**config.mk**
```make
export PLATFORM = sky130hd
export DESIGN_NAME = branch_update_ctrl_flat
export DESIGN_NICKNAME = d
export VERILOG_FILES = /design/src/rtl/branch_update_ctrl_pkg.sv /design/src/rtl/branch_update_ctrl_if.sv /design/src/rtl/branch_update_fifo.sv /design/src/rtl/branch_update_ctrl.sv /design/src/flat_wrapper.sv
export SDC_FILE = /design/constraint.sdc
export NUM_CORES = 1
export LEC_CHECK = 0
export ABC_AREA = 1
export CORE_AREA = 2 2 88 90
export CTS_CLUSTER_SIZE = 25
export DETAILED_ROUTE_END_ITERATION = 16
export DIE_AREA = 0 0 90 92
export MAX_ROUTING_LAYER = met4
export PLACE_DENSITY_LB_ADDON = 0.12
export SYNTH_ARGS = -nofsm -noshare
export SYNTH_HDL_FRONTEND = slang
export SYNTH_SLANG_ARGS = --single-unit
```
**constraint.sdc**
```tcl
create_clock -name clk -period 4.2 [get_ports clk]
set_clock_uncertainty 0.05 [all_clocks]
set_input_delay 1.05 -clock clk [delete_from_list [all_inputs] [get_ports clk]]
set_output_delay 1.05 -clock clk [all_outputs]
set_load 0.05 [all_outputs]
```
**src/rtl/branch_update_ctrl_pkg.sv**
```systemverilog
// Shared types and helpers for the branch predictor update controller:
// FSM state encoding, 2-bit counter constants and the saturating update rule.
package branch_update_ctrl_pkg;

  typedef enum logic [1:0] {
    IDLE    = 2'd0,
    READ    = 2'd1,
    WRITE   = 2'd2,
    RELEASE = 2'd3
  } upd_state_e;

  localparam logic [1:0] STRONG_NT = 2'd0;
  localparam logic [1:0] WEAK_NT   = 2'd1;
  localparam logic [1:0] WEAK_T    = 2'd2;
  localparam logic [1:0] STRONG_T  = 2'd3;

  // Saturating 2-bit counter step; the end checks make wrap impossible.
  function automatic logic [1:0] sat_update(input logic [1:0] cnt, input logic taken);
    logic [1:0] result;
    if (taken) begin
      result = (cnt == STRONG_T) ? STRONG_T : cnt + 2'd1;
    end else begin
      result = (cnt == STRONG_NT) ? STRONG_NT : cnt - 2'd1;
    end
    return result;
  endfunction

endpackage

```
**src/rtl/branch_update_ctrl_if.sv**
```systemverilog
// Commit handshake from the ROB plus the predictor read/write ports.
// master = the update controller, slave = ROB/predictor side.
interface branch_update_ctrl_if;

  logic        commitValid;
  logic        commitReady;
  logic [31:0] commitAddr;
  logic        commitTaken;
  logic        commitPredTaken;
  logic [31:0] predRdAddr;
  logic [1:0]  predRdData;
  logic        predWrEn;
  logic [31:0] predWrAddr;
  logic [1:0]  predWrData;

  modport master (
    input  commitValid, commitAddr, commitTaken, commitPredTaken, predRdData,
    output commitReady, predRdAddr, predWrEn, predWrAddr, predWrData
  );

  modport slave (
    output commitValid, commitAddr, commitTaken, commitPredTaken, predRdData,
    input  commitReady, predRdAddr, predWrEn, predWrAddr, predWrData
  );

endinterface

```
**src/rtl/branch_update_fifo.sv**
```systemverilog
// Parameterised synchronous FIFO (power-of-two depth) with async active-low
// reset, full/empty flags and a combinational head output.
module branch_update_fifo #(
  parameter int DEPTH = 4,
  parameter int WIDTH = 8
) (
  input  logic             clk,
  input  logic             rst_n,
  input  logic             push,
  input  logic [WIDTH-1:0] push_data,
  input  logic             pop,
  output logic [WIDTH-1:0] head,
  output logic             full,
  output logic             empty
);

  localparam int PTR_W = (DEPTH > 1) ? $clog2(DEPTH) : 1;
  localparam logic [PTR_W:0] FULL_CNT = DEPTH[PTR_W:0];

  logic [WIDTH-1:0] mem [DEPTH];
  logic [PTR_W-1:0] wr_ptr;
  logic [PTR_W-1:0] rd_ptr;
  logic [PTR_W:0]   count;
  logic             do_push;
  logic             do_pop;

  assign full    = (count == FULL_CNT);
  assign empty   = (count == '0);
  assign do_push = push && !full;
  assign do_pop  = pop && !empty;
  assign head    = mem[rd_ptr];

  // Pointers wrap naturally because the depth is a power of two.
  always_ff @(posedge clk or negedge rst_n) begin
    if (!rst_n) begin
      wr_ptr <= '0;
      rd_ptr <= '0;
      count  <= '0;
    end else begin
      if (do_push) wr_ptr <= wr_ptr + 1'b1;
      if (do_pop)  rd_ptr <= rd_ptr + 1'b1;
      case ({do_push, do_pop})
        2'b10:   count <= count + 1'b1;
        2'b01:   count <= count - 1'b1;
        default: count <= count;
      endcase
    end
  end

  always_ff @(posedge clk) begin
    if (do_push) mem[wr_ptr] <= push_data;
  end

endmodule

```
**src/rtl/branch_update_ctrl.sv**
```systemverilog
// Buffers resolved-branch commits and sequences read/modify/write updates of
// the 2-bit predictor table. Optional counters: `define BRANCH_STATS_EN.
module branch_update_ctrl
  import branch_update_ctrl_pkg::*;
#(
  parameter int QDEPTH = 4,
  parameter int IDX_W  = 10
) (
  input  logic                 clk,
  input  logic                 rst_n,
  branch_update_ctrl_if.master bus,
`ifdef BRANCH_STATS_EN
  output logic [31:0]          statCommits,
  output logic [31:0]          statMispredicts,
`endif
  output logic                 busy
);

  localparam int ENTRY_W = IDX_W + 2;

  logic [ENTRY_W-1:0] push_entry;
  logic [ENTRY_W-1:0] head;
  logic               fifo_full;
  logic               fifo_empty;
  logic               accept;
  logic               pop;

  upd_state_e         state_q;
  upd_state_e         state_d;
  logic [IDX_W-1:0]   work_idx;
  logic               work_taken;
  logic [31:0]        rd_addr_q;
  logic               wr_en_q;
  logic [31:0]        wr_addr_q;
  logic [1:0]         wr_data_q;

  // Entry layout: {index, taken, predTaken}.
  assign push_entry      = {bus.commitAddr[IDX_W+1:2], bus.commitTaken, bus.commitPredTaken};
  assign accept          = bus.commitValid && !fifo_full;
  assign bus.commitReady = !fifo_full;

  branch_update_fifo #(
    .DEPTH (QDEPTH),
    .WIDTH (ENTRY_W)
  ) u_fifo (
    .clk       (clk),
    .rst_n     (rst_n),
    .push      (accept),
    .push_data (push_entry),
    .pop       (pop),
    .head      (head),
    .full      (fifo_full),
    .empty     (fifo_empty)
  );

  always_ff @(posedge clk or negedge rst_n) begin
    if (!rst_n) state_q <= IDLE;
    else        state_q <= state_d;
  end

  always_comb begin
    state_d = state_q;
    pop     = 1'b0;
    case (state_q)
      IDLE: begin
        if (!fifo_empty) begin
          pop     = 1'b1;
          state_d = READ;
        end
      end
      READ:    state_d = WRITE;
      WRITE:   state_d = RELEASE;
      RELEASE: state_d = IDLE;
      default: state_d = IDLE;
    endcase
  end

  // The write strobe is registered so the edge-triggered table sees one clean pulse.
  always_ff @(posedge clk or negedge rst_n) begin
    if (!rst_n) begin
      work_idx   <= '0;
      work_taken <= 1'b0;
      rd_addr_q  <= '0;
      wr_en_q    <= 1'b0;
      wr_addr_q  <= '0;
      wr_data_q  <= '0;
    end else begin
      wr_en_q <= (state_q == READ);
      if (pop) begin
        work_idx   <= head[ENTRY_W-1:2];
        work_taken <= head[1];
        rd_addr_q  <= {{(32-IDX_W){1'b0}}, head[ENTRY_W-1:2]};
      end
      if (state_q == READ) begin
        wr_addr_q <= {{(32-IDX_W){1'b0}}, work_idx};
        wr_data_q <= sat_update(bus.predRdData, work_taken);
      end
    end
  end

  assign bus.predRdAddr = rd_addr_q;
  assign bus.predWrEn   = wr_en_q;
  assign bus.predWrAddr = wr_addr_q;
  assign bus.predWrData = wr_data_q;
  assign busy           = !fifo_empty || (state_q != IDLE);

`ifdef BRANCH_STATS_EN
  always_ff @(posedge clk or negedge rst_n) begin
    if (!rst_n) begin
      statCommits     <= '0;
      statMispredicts <= '0;
    end else if (accept) begin
      statCommits <= statCommits + 32'd1;
      if (bus.commitTaken != bus.commitPredTaken) statMispredicts <= statMispredicts + 32'd1;
    end
  end
`endif

  // Byte-offset/upper PC bits and the stored prediction bit do not affect the update.
  logic unused_bits;
  assign unused_bits = &{1'b0, bus.commitAddr[31:IDX_W+2], bus.commitAddr[1:0], head[0]};

endmodule

```
**src/flat_wrapper.sv**
```systemverilog
// flat-port wrapper written by rule: the top's interface ports become plain ports
module branch_update_ctrl_flat import branch_update_ctrl_pkg::*;
#(
  parameter int QDEPTH = 4,
  parameter int IDX_W  = 10
)
  (clk, rst_n, busy, bus_commitValid, bus_commitAddr, bus_commitTaken, bus_commitPredTaken, bus_predRdData, bus_commitReady, bus_predRdAddr, bus_predWrEn, bus_predWrAddr, bus_predWrData);
  branch_update_ctrl_if bus_i ();
  input  logic clk;
  input  logic rst_n;
  output logic busy;
  input wire logic [$bits(bus_i.commitValid)-1:0] bus_commitValid;
  input wire logic [$bits(bus_i.commitAddr)-1:0] bus_commitAddr;
  input wire logic [$bits(bus_i.commitTaken)-1:0] bus_commitTaken;
  input wire logic [$bits(bus_i.commitPredTaken)-1:0] bus_commitPredTaken;
  input wire logic [$bits(bus_i.predRdData)-1:0] bus_predRdData;
  output wire logic [$bits(bus_i.commitReady)-1:0] bus_commitReady;
  output wire logic [$bits(bus_i.predRdAddr)-1:0] bus_predRdAddr;
  output wire logic [$bits(bus_i.predWrEn)-1:0] bus_predWrEn;
  output wire logic [$bits(bus_i.predWrAddr)-1:0] bus_predWrAddr;
  output wire logic [$bits(bus_i.predWrData)-1:0] bus_predWrData;
  assign bus_i.commitValid = bus_commitValid;
  assign bus_i.commitAddr = bus_commitAddr;
  assign bus_i.commitTaken = bus_commitTaken;
  assign bus_i.commitPredTaken = bus_commitPredTaken;
  assign bus_i.predRdData = bus_predRdData;
  assign bus_commitReady = bus_i.commitReady;
  assign bus_predRdAddr = bus_i.predRdAddr;
  assign bus_predWrEn = bus_i.predWrEn;
  assign bus_predWrAddr = bus_i.predWrAddr;
  assign bus_predWrData = bus_i.predWrData;
  branch_update_ctrl #(.QDEPTH(QDEPTH), .IDX_W(IDX_W)) u_core (.clk(clk), .rst_n(rst_n), .bus(bus_i), .busy(busy));
endmodule
```
# Word-level counts from Yosys, hierarchy flattened
# Memory sizes are Yosys's and may differ from the RTL's. A register that Yosys moved wholly into a read port is not among the register bits.
# Index checks and enable logic that the tools add are counted.
# op_classes
add_sub_neg	6
n_eq_ne	8
muxes	10
n_reduce_logical	12
# op_table
operator	count
$eq A2 B2 Y1 const B	4
$mux W2	4
$pmux W2 S4	1
$add A2 B1 Y2 const B	3
$pmux W3 S2	1
$eq A2 B1 Y1 const B	2
$logic_not A2 Y1	2
$mux W1	4
$reduce_bool A2 Y1	2
$add A3 B1 Y3 const B	1
$eq A3 B3 Y1 const B	1
$logic_and A1 B1 Y1	3
$logic_not A1 Y1	3
$logic_not A3 Y1	1
$sub A3 B1 Y3 const B	1
$ne A2 B2 Y1 const B	1
$sub A2 B1 Y2 const B	1
$logic_or A1 B1 Y1	1
# word_totals
ff_bits	22
ramBits	48
inputBits	39
out_inout_bits	69
wordCells	44
memories	1
# mem_list
name	words	width	rd	rd_ports_with_merged_regs	write_ports	line	text
u_core.u_fifo.mem	4	12	1	1	1	branch_update_fifo.sv:20	logic [WIDTH-1:0] mem [DEPTH];

# Longest topological paths before layout
# Gate-level depths: netlist of run 1.
# depth
depth_word	6
depth_mapped	12
ltp_nobuf	11

# Hierarchy
# From an unflattened synthesis of run 1, not the netlist that was laid out.
# hier_totals
hier_cells	370
area_unflattened_um2	3870.0
# modules_own_cells
mod	instances	cells_per_inst	area_per_inst_um2	seq_area_each_um2
branch_update_fifo	1	201	2451.1	1616.6
branch_update_ctrl	1	169	1418.9	650.6

# Worst setup path after synthesis of run 1
# No wires, ideal clock.
# synth_timing
path_type	register -> output
from	register u_core.state_q[0]
to	output port busy
arrival_time_ps	1133
t_required_ps	3100
slack_ps	1967
path_stages_with_launch	4
n_path_buf	0
path_cell_list	dfrtp_1 inv_1 ha_1 nand3_1
# synth_between
elab_chain_cells	2
# synth_lines
element	line	text
start: declaration	branch_update_ctrl.sv:28	upd_state_e state_q;
start signal: assignment	branch_update_ctrl.sv:58	else state_q <= state_d;
$reduce_bool A2 Y1	branch_update_ctrl.sv:105	assign busy = !fifo_empty || (state_q != IDLE);
$logic_or A1 B1 Y1	branch_update_ctrl.sv:105	
end: declaration	flat_wrapper.sv:11	output logic busy;
# No other way between the ends.

# Final worst setup path of run 1
# layout_timing
from	register u_core.state_q[1]
to	output port busy
# The elaborated chain is that of the path after synthesis.

==> qor.yml, run 1 <==
hold_viol: 0
yosysSeqAreaShare_pct: 58.8
area.sequential_um2: 2150
yosysUniqueCellTypes: 22
nets: 456
dr.pass1.iters: 4
max_freq_mhz: 319
crit_chain: "inv_1, ha_1, nand3_1, clkdlybuf4s50_1"
share_seq_of_total_power_pct: 35.3
cts_tree: "yes"
dieArea_um2: 8280
rows: 32
drcViolationCount: 0
required_ns: 3.10
core-area_um2: 7450
crit_slowest_cell: "clkdlybuf4s50_1"
finalSetupViolations: 0
crit_family: "buffers and inverters"
dp_hpwl_mm: 3.82
holdWs_ns: 0.455
cts_buffers: 9
cp-end-kind: "primary output"
drive_above_1_share_pct: 8.98
boundaryPins: 108
p_switching_w: 0.00146
gr-total-overflow: 0
hp-start: "u_core.bus.predRdAddr[6]"
cp.arrival_ns: 2.04
routed-via-count: 2189
htree_levels: 3
clkSlewWorstSetupHoldPaths_ns: 0.08
reg2reg_slack_ns: 1.99
ys.flop_type: "edfxtp_1"
hold_path_class: "flip-flop to flip-flop"
multi_input_area_um2: 1040
dieWidth_um: 90
yosys.area.top_type_share_pct: 36.2
wl_per_cell_um: 11.2
cts_setup_buffers: 0
first_global_vias: 1912
synthCells: 361
syn_area_um2: 3650
rr_endpoint: "u_core.u_fifo.count[2]"
tightestPinTransition_ns: 0.854
io_buffers: 40
cts-root-buf: "clkbuf_8"
drt_iter0_markers: 54
async_flop_share_pct: 42.9
insertion_delay_ns: 0.35
start_util_pct: 49.1
synth_commonest_cells: "nand2_1, inv_1, buf_4"
area_growth_pct: 16.8
finalCritPeriodShare_pct: 74.7
status: "complete, no violations"
p_total_w: 0.00348
clkPwrFrac_pct: 21.0
diodes: 0
drv_cap: 0
tns_ns: 0
fin_crit_ns: 3.14
n_fill_cell: 649
synth_area_per_cell_um2: 10.1
postCtsHoldBufs: 0
clock_path_buffers: 2
slew_violations: 0
r2r_cells: 11
synthTopCellsByArea: "edfxtp_1, dfrtp_1, nand2_1"
max-slew-margin-rel_pct: 43.1
yosysWarnings: 0
clkSinkCount: 77
wl_mm: 5.78
combPwrFrac_pct: 43.8
ctsResizeCount: 0
hold_depth: 2
grt_pass1_wl_mm: 9.51
final_cells: 514
path_max_fanout: 5
ys_ff_latch: 77
yosysTopAreaCell: "edfxtp_1"
place_inst: 498
crit_type: "flip-flop to primary output"
power.leakage_nw: 2.07
ant_nets: 0
r2r-start: "u_core.state_q[1]"
yosys.cell_count.top_type: "nand2_1"
place_congestion: 0.663
hold_end: "u_core.bus.predRdAddr[6]"
crit_path_start: "u_core.state_q[1]"
grt_max_degree: 34
p_int_w: 0.00202
powerDensity_nw_per_um2: 816
antenna_found_initial: 0
start_kind: "flip-flop"
rsz0062_at_grt: "false"
avgViaCountPerCell: 4.26
crit_buf_inv: 2
irDropWorstVdd_mv: 0.297
synth_edf_count: 44
critical_path.max_stage_delay_ns: 0.83
die_y_um: 92
grt_usage_pct: 15.4
swShare_pct: 41.9
## per-stage QoR
| step | utilization, % | instance area, um^2 | setup slack, ns |
|---|---|---|---|
| after CTS | 57.3 | 4270 | 1.04 |
| after detailed placement | 53.7 | 4000 | 1.42 |
| final | 57.3 | 4270 | 1.06 |
| after global placement | 53.7 | 4000 | 1.45 |
| after global routing | 57.3 | 4270 | 0.947 |
| after floorplan | - | 3810 | 1.97 |
## state kept, by name, summed over array words and instances (netlist names)
| name | cells |
|---|---|
| u_core.bus.predRdAddr | 10 |
| u_core.bus.predWrAddr | 10 |
| u_core.bus.predWrData | 2 |
| u_core.bus.predWrEn | 1 |
| u_core.state_q | 2 |
| u_core.u_fifo.count | 3 |
| u_core.u_fifo.mem | 44 |
| u_core.u_fifo.rd_ptr | 2 |
| u_core.u_fifo.wr_ptr | 2 |
| u_core.work_taken | 1 |
## kinds of logic (layout without fill, tap and decap cells)
group	count (synthesis)	in the layout	share of synthesized area, %
compound gates	9	9	1.30
xor+xnor	5	5	1.20
fa+ha+maj	10	10	3.63
buf+inv	117	125	17.1
flops	77	77	58.8
mux	10	10	3.08
other cells	1	44	0.103
simple gates	132	132	14.8
## power groups by stage
| stage | sequential, W | combinational, W | clock, W |
|---|---|---|---|
| floorplan | 0.00155 | 0.000841 | 0 |
| global placement | 0.00124 | 0.00151 | 0 |
| detailed placement | 0.00125 | 0.00154 | 0 |
| CTS | 0.00123 | 0.00155 | 0.000747 |
| global route | 0.00127 | 0.00167 | 0.000784 |
| finish | 0.00123 | 0.00152 | 0.000730 |
## metal layers
metal  part of all wire, %  track usage, %  wire (um)  vias up
li1                      -               -          -     1114
met1                    47            20.5       2700      989
met2                    46            22.5       2650       78
met3                   5.4            3.29        311        8
met4                   1.9            7.69        111        0
met5                     0               -          0        -
## final cells by class
cell class | count | share of cell area (%)
sequential | 77 | 50.3
multi-input combinational | 210 | 24.5
timing repair buffer | 45 | 10.3
inverter | 64 | 5.63
clock inverter | 7 | 3.43
tap | 102 | 2.99
clock buffer | 9 | 2.90
## worst min-delay path, delay by kind of cell, from the launching register on
kind | cells | cell delay (ns)
flip-flops | 1 | 0.37
AND/OR/NAND/NOR | 2 | 0.11
## worst max path at each step
stage | end | depth (start not counted)
after floorplan | busy | 3
after global placement | busy | 4
after detailed placement | u_core.u_fifo.count[2] | 9
after CTS | busy | 4
after global routing | busy | 4
final | busy | 4
## placed cells by master (no fill, tap or decap)
cell type,instances
buf_4,5
bufinv_16,4
clkbuf_8,9
clkdlybuf4s50_1,40
clkinv_4,2
conb_1,44
dfrtp_1,33
edfxtp_1,44
fa_1,1
ha_1,9
inv_1,62
inv_2,2
inv_6,1
mux2_2,10
nand2_1,99
nand2_2,2
nand2_4,1
nand3_1,25
nor2_1,4
nor2_2,1
o21a_1,1
o21ai_0,7
o21ai_1,1
xnor2_1,2
xor2_1,3
No activity file was read; power rests on OpenSTA's default activity.
==> inputs of run 2 (changes only) <==
CORE_AREA = 2 2 92 94   (was 2 2 88 90)
DIE_AREA = 0 0 94 96   (was 0 0 90 92)
clock period = 3.09 ns   (was 4.2 ns; I/O delays follow)
==> qor.yml, run 2 (synthesized netlist as in run 1, its figures left out) <==
status: "complete, no violations"
rsz0062_at_grt: "false"
place_inst: 502
dr.pass1.iters: 4
start_util_pct: 45.4
start_kind: "flip-flop"
avgViaCountPerCell: 4.22
drcViolationCount: 0
grt_pass1_wl_mm: 9.22
wl_per_cell_um: 10.9
clkSlewWorstSetupHoldPaths_ns: 0.07
clock_path_buffers: 2
place_congestion: 0.684
multi_input_area_um2: 1040
drive_above_1_share_pct: 8.50
cp-end-kind: "primary output"
cts_setup_buffers: 0
htree_levels: 3
routed-via-count: 2181
ctsResizeCount: 0
area_growth_pct: 14.0
required_ns: 2.27
finalSetupViolations: 0
wl_met3_um: 386
power.leakage_nw: 2.01
m1WireLength_mm: 2.67
max-slew-margin-rel_pct: 63.8
dp_hpwl_mm: 3.88
dieArea_um2: 9020
fin_crit_ns: 2.83
reg2reg_slack_ns: 0.91
p_int_w: 0.00242
grt_max_degree: 34
hold_path_class: "flip-flop to flip-flop"
irDropWorstVdd_mv: 0.321
p_total_w: 0.00436
share_seq_of_total_power_pct: 37.1
drv_cap: 0
wl_mm: 5.64
boundaryPins: 108
diodes: 0
finalCritPeriodShare_pct: 91.6
clkPwrFrac_pct: 14.2
core-area_um2: 8050
final_cell_mix: "nand2_1, inv_1, conb_1, edfxtp_1, clkdlybuf4s50_1"
gr-total-overflow: 0
largest_reg_flops: 44
hold_viol: 0
drt_iter0_markers: 54
postCtsHoldBufs: 0
clkSinkCount: 77
crit_type: "flip-flop to primary output"
tns_ns: 0
top_layer_used: "met4"
regMostFlops: "u_core.u_fifo.mem"
area.sequential_um2: 2150
rows: 33
tightestPinTransition_ns: 0.543
nets: 457
p_switching_w: 0.00194
io_buffers: 40
ant_nets: 0
cts_buffers: 9
dr_wl_met2_mm: 2.52
max_freq_mhz: 353
insertion_delay_ns: 0.33
combPwrFrac_pct: 48.7
swShare_pct: 44.6
cts_tree: "yes"
fin_util_pct: 51.7
cp.arrival_ns: 2.01
slew_violations: 0
cts-root-buf: "clkbuf_8"
final_cells: 517
n_fill_cell: 742
holdWs_ns: 0.458
path_max_fanout: 5
layout_commonest_cell: "nand2_1"
antenna_found_initial: 0
first_global_vias: 1874
powerDensity_nw_per_um2: 1050
grt_usage_pct: 14.2
die_y_um: 96
dieWidth_um: 94
## run 2: cell count changes in the layout (fill, tap and decap cells not counted)
cell,previous run,this run
clkinv_1,0,1
clkinv_2,0,2
inv_6,1,0
buf_4,5,6
clkinv_4,2,0
clkinvlp_4,0,2
bufinv_16,4,0
clkbuf_1,0,1
## run 2: final cells by class
type	count	share of cell area, %
inverter	64	5.77
clock inverter	5	0.691
clock buffer	10	3.06
sequential	77	51.6
tap	105	3.16
timing repair buffer	46	10.7
multi-input combinational	210	25.1
## run 2: metrics by stage
step | instance area [um^2] | setup WS [ns]
2_1_floorplan | 3810 | 0.922
3_3_place_gp | 4010 | 0.610
3_5_place_dp | 4010 | 0.591
4_1_cts | 4160 | 0.216
5_1_grt | 4160 | 0.117
6_report | 4160 | 0.261
## run 2: routing by layer
metal  vias up  global-route usage, %
li1       1124                      -
met1       965                   19.0
met2        86                   20.7
met3         6                   3.37
met4         0                   6.52
met5         -                      -
## run 2: worst paths after layout
check	start	end	depth (start not counted)
max reg2reg	u_core.state_q[1]	u_core.u_fifo.count[2]	11
min	u_core.bus.predWrAddr[4]	u_core.bus.predWrAddr[4]	1
max	u_core.state_q[0]	busy	4
min reg2reg	u_core.bus.predWrAddr[4]	u_core.bus.predWrAddr[4]	1
min in group asynchronous	rst_n	u_core.state_q[1]	2
max in group asynchronous	rst_n	u_core.bus.predWrAddr[5]	2
## run 2: power by group through the flow
| stage | clock network [W] | registers, W | logic (W) |
|---|---|---|---|
| 5_1_grt | 0.000695 | 0.00166 | 0.00234 |
| 3_3_place_gp | 0 | 0.00164 | 0.00211 |
| 2_1_floorplan | 0 | 0.00211 | 0.00114 |
| 3_5_place_dp | 0 | 0.00164 | 0.00215 |
| 6_report | 0.000618 | 0.00162 | 0.00213 |
| 4_1_cts | 0.000643 | 0.00162 | 0.00216 |
## run 2: worst max-delay path, stage by stage, from the launching register on
cell	delay, ns
dfrtp_1	0.35
inv_1	0.08
ha_1	0.25
nand3_1	0.17
clkdlybuf4s50_1	0.83
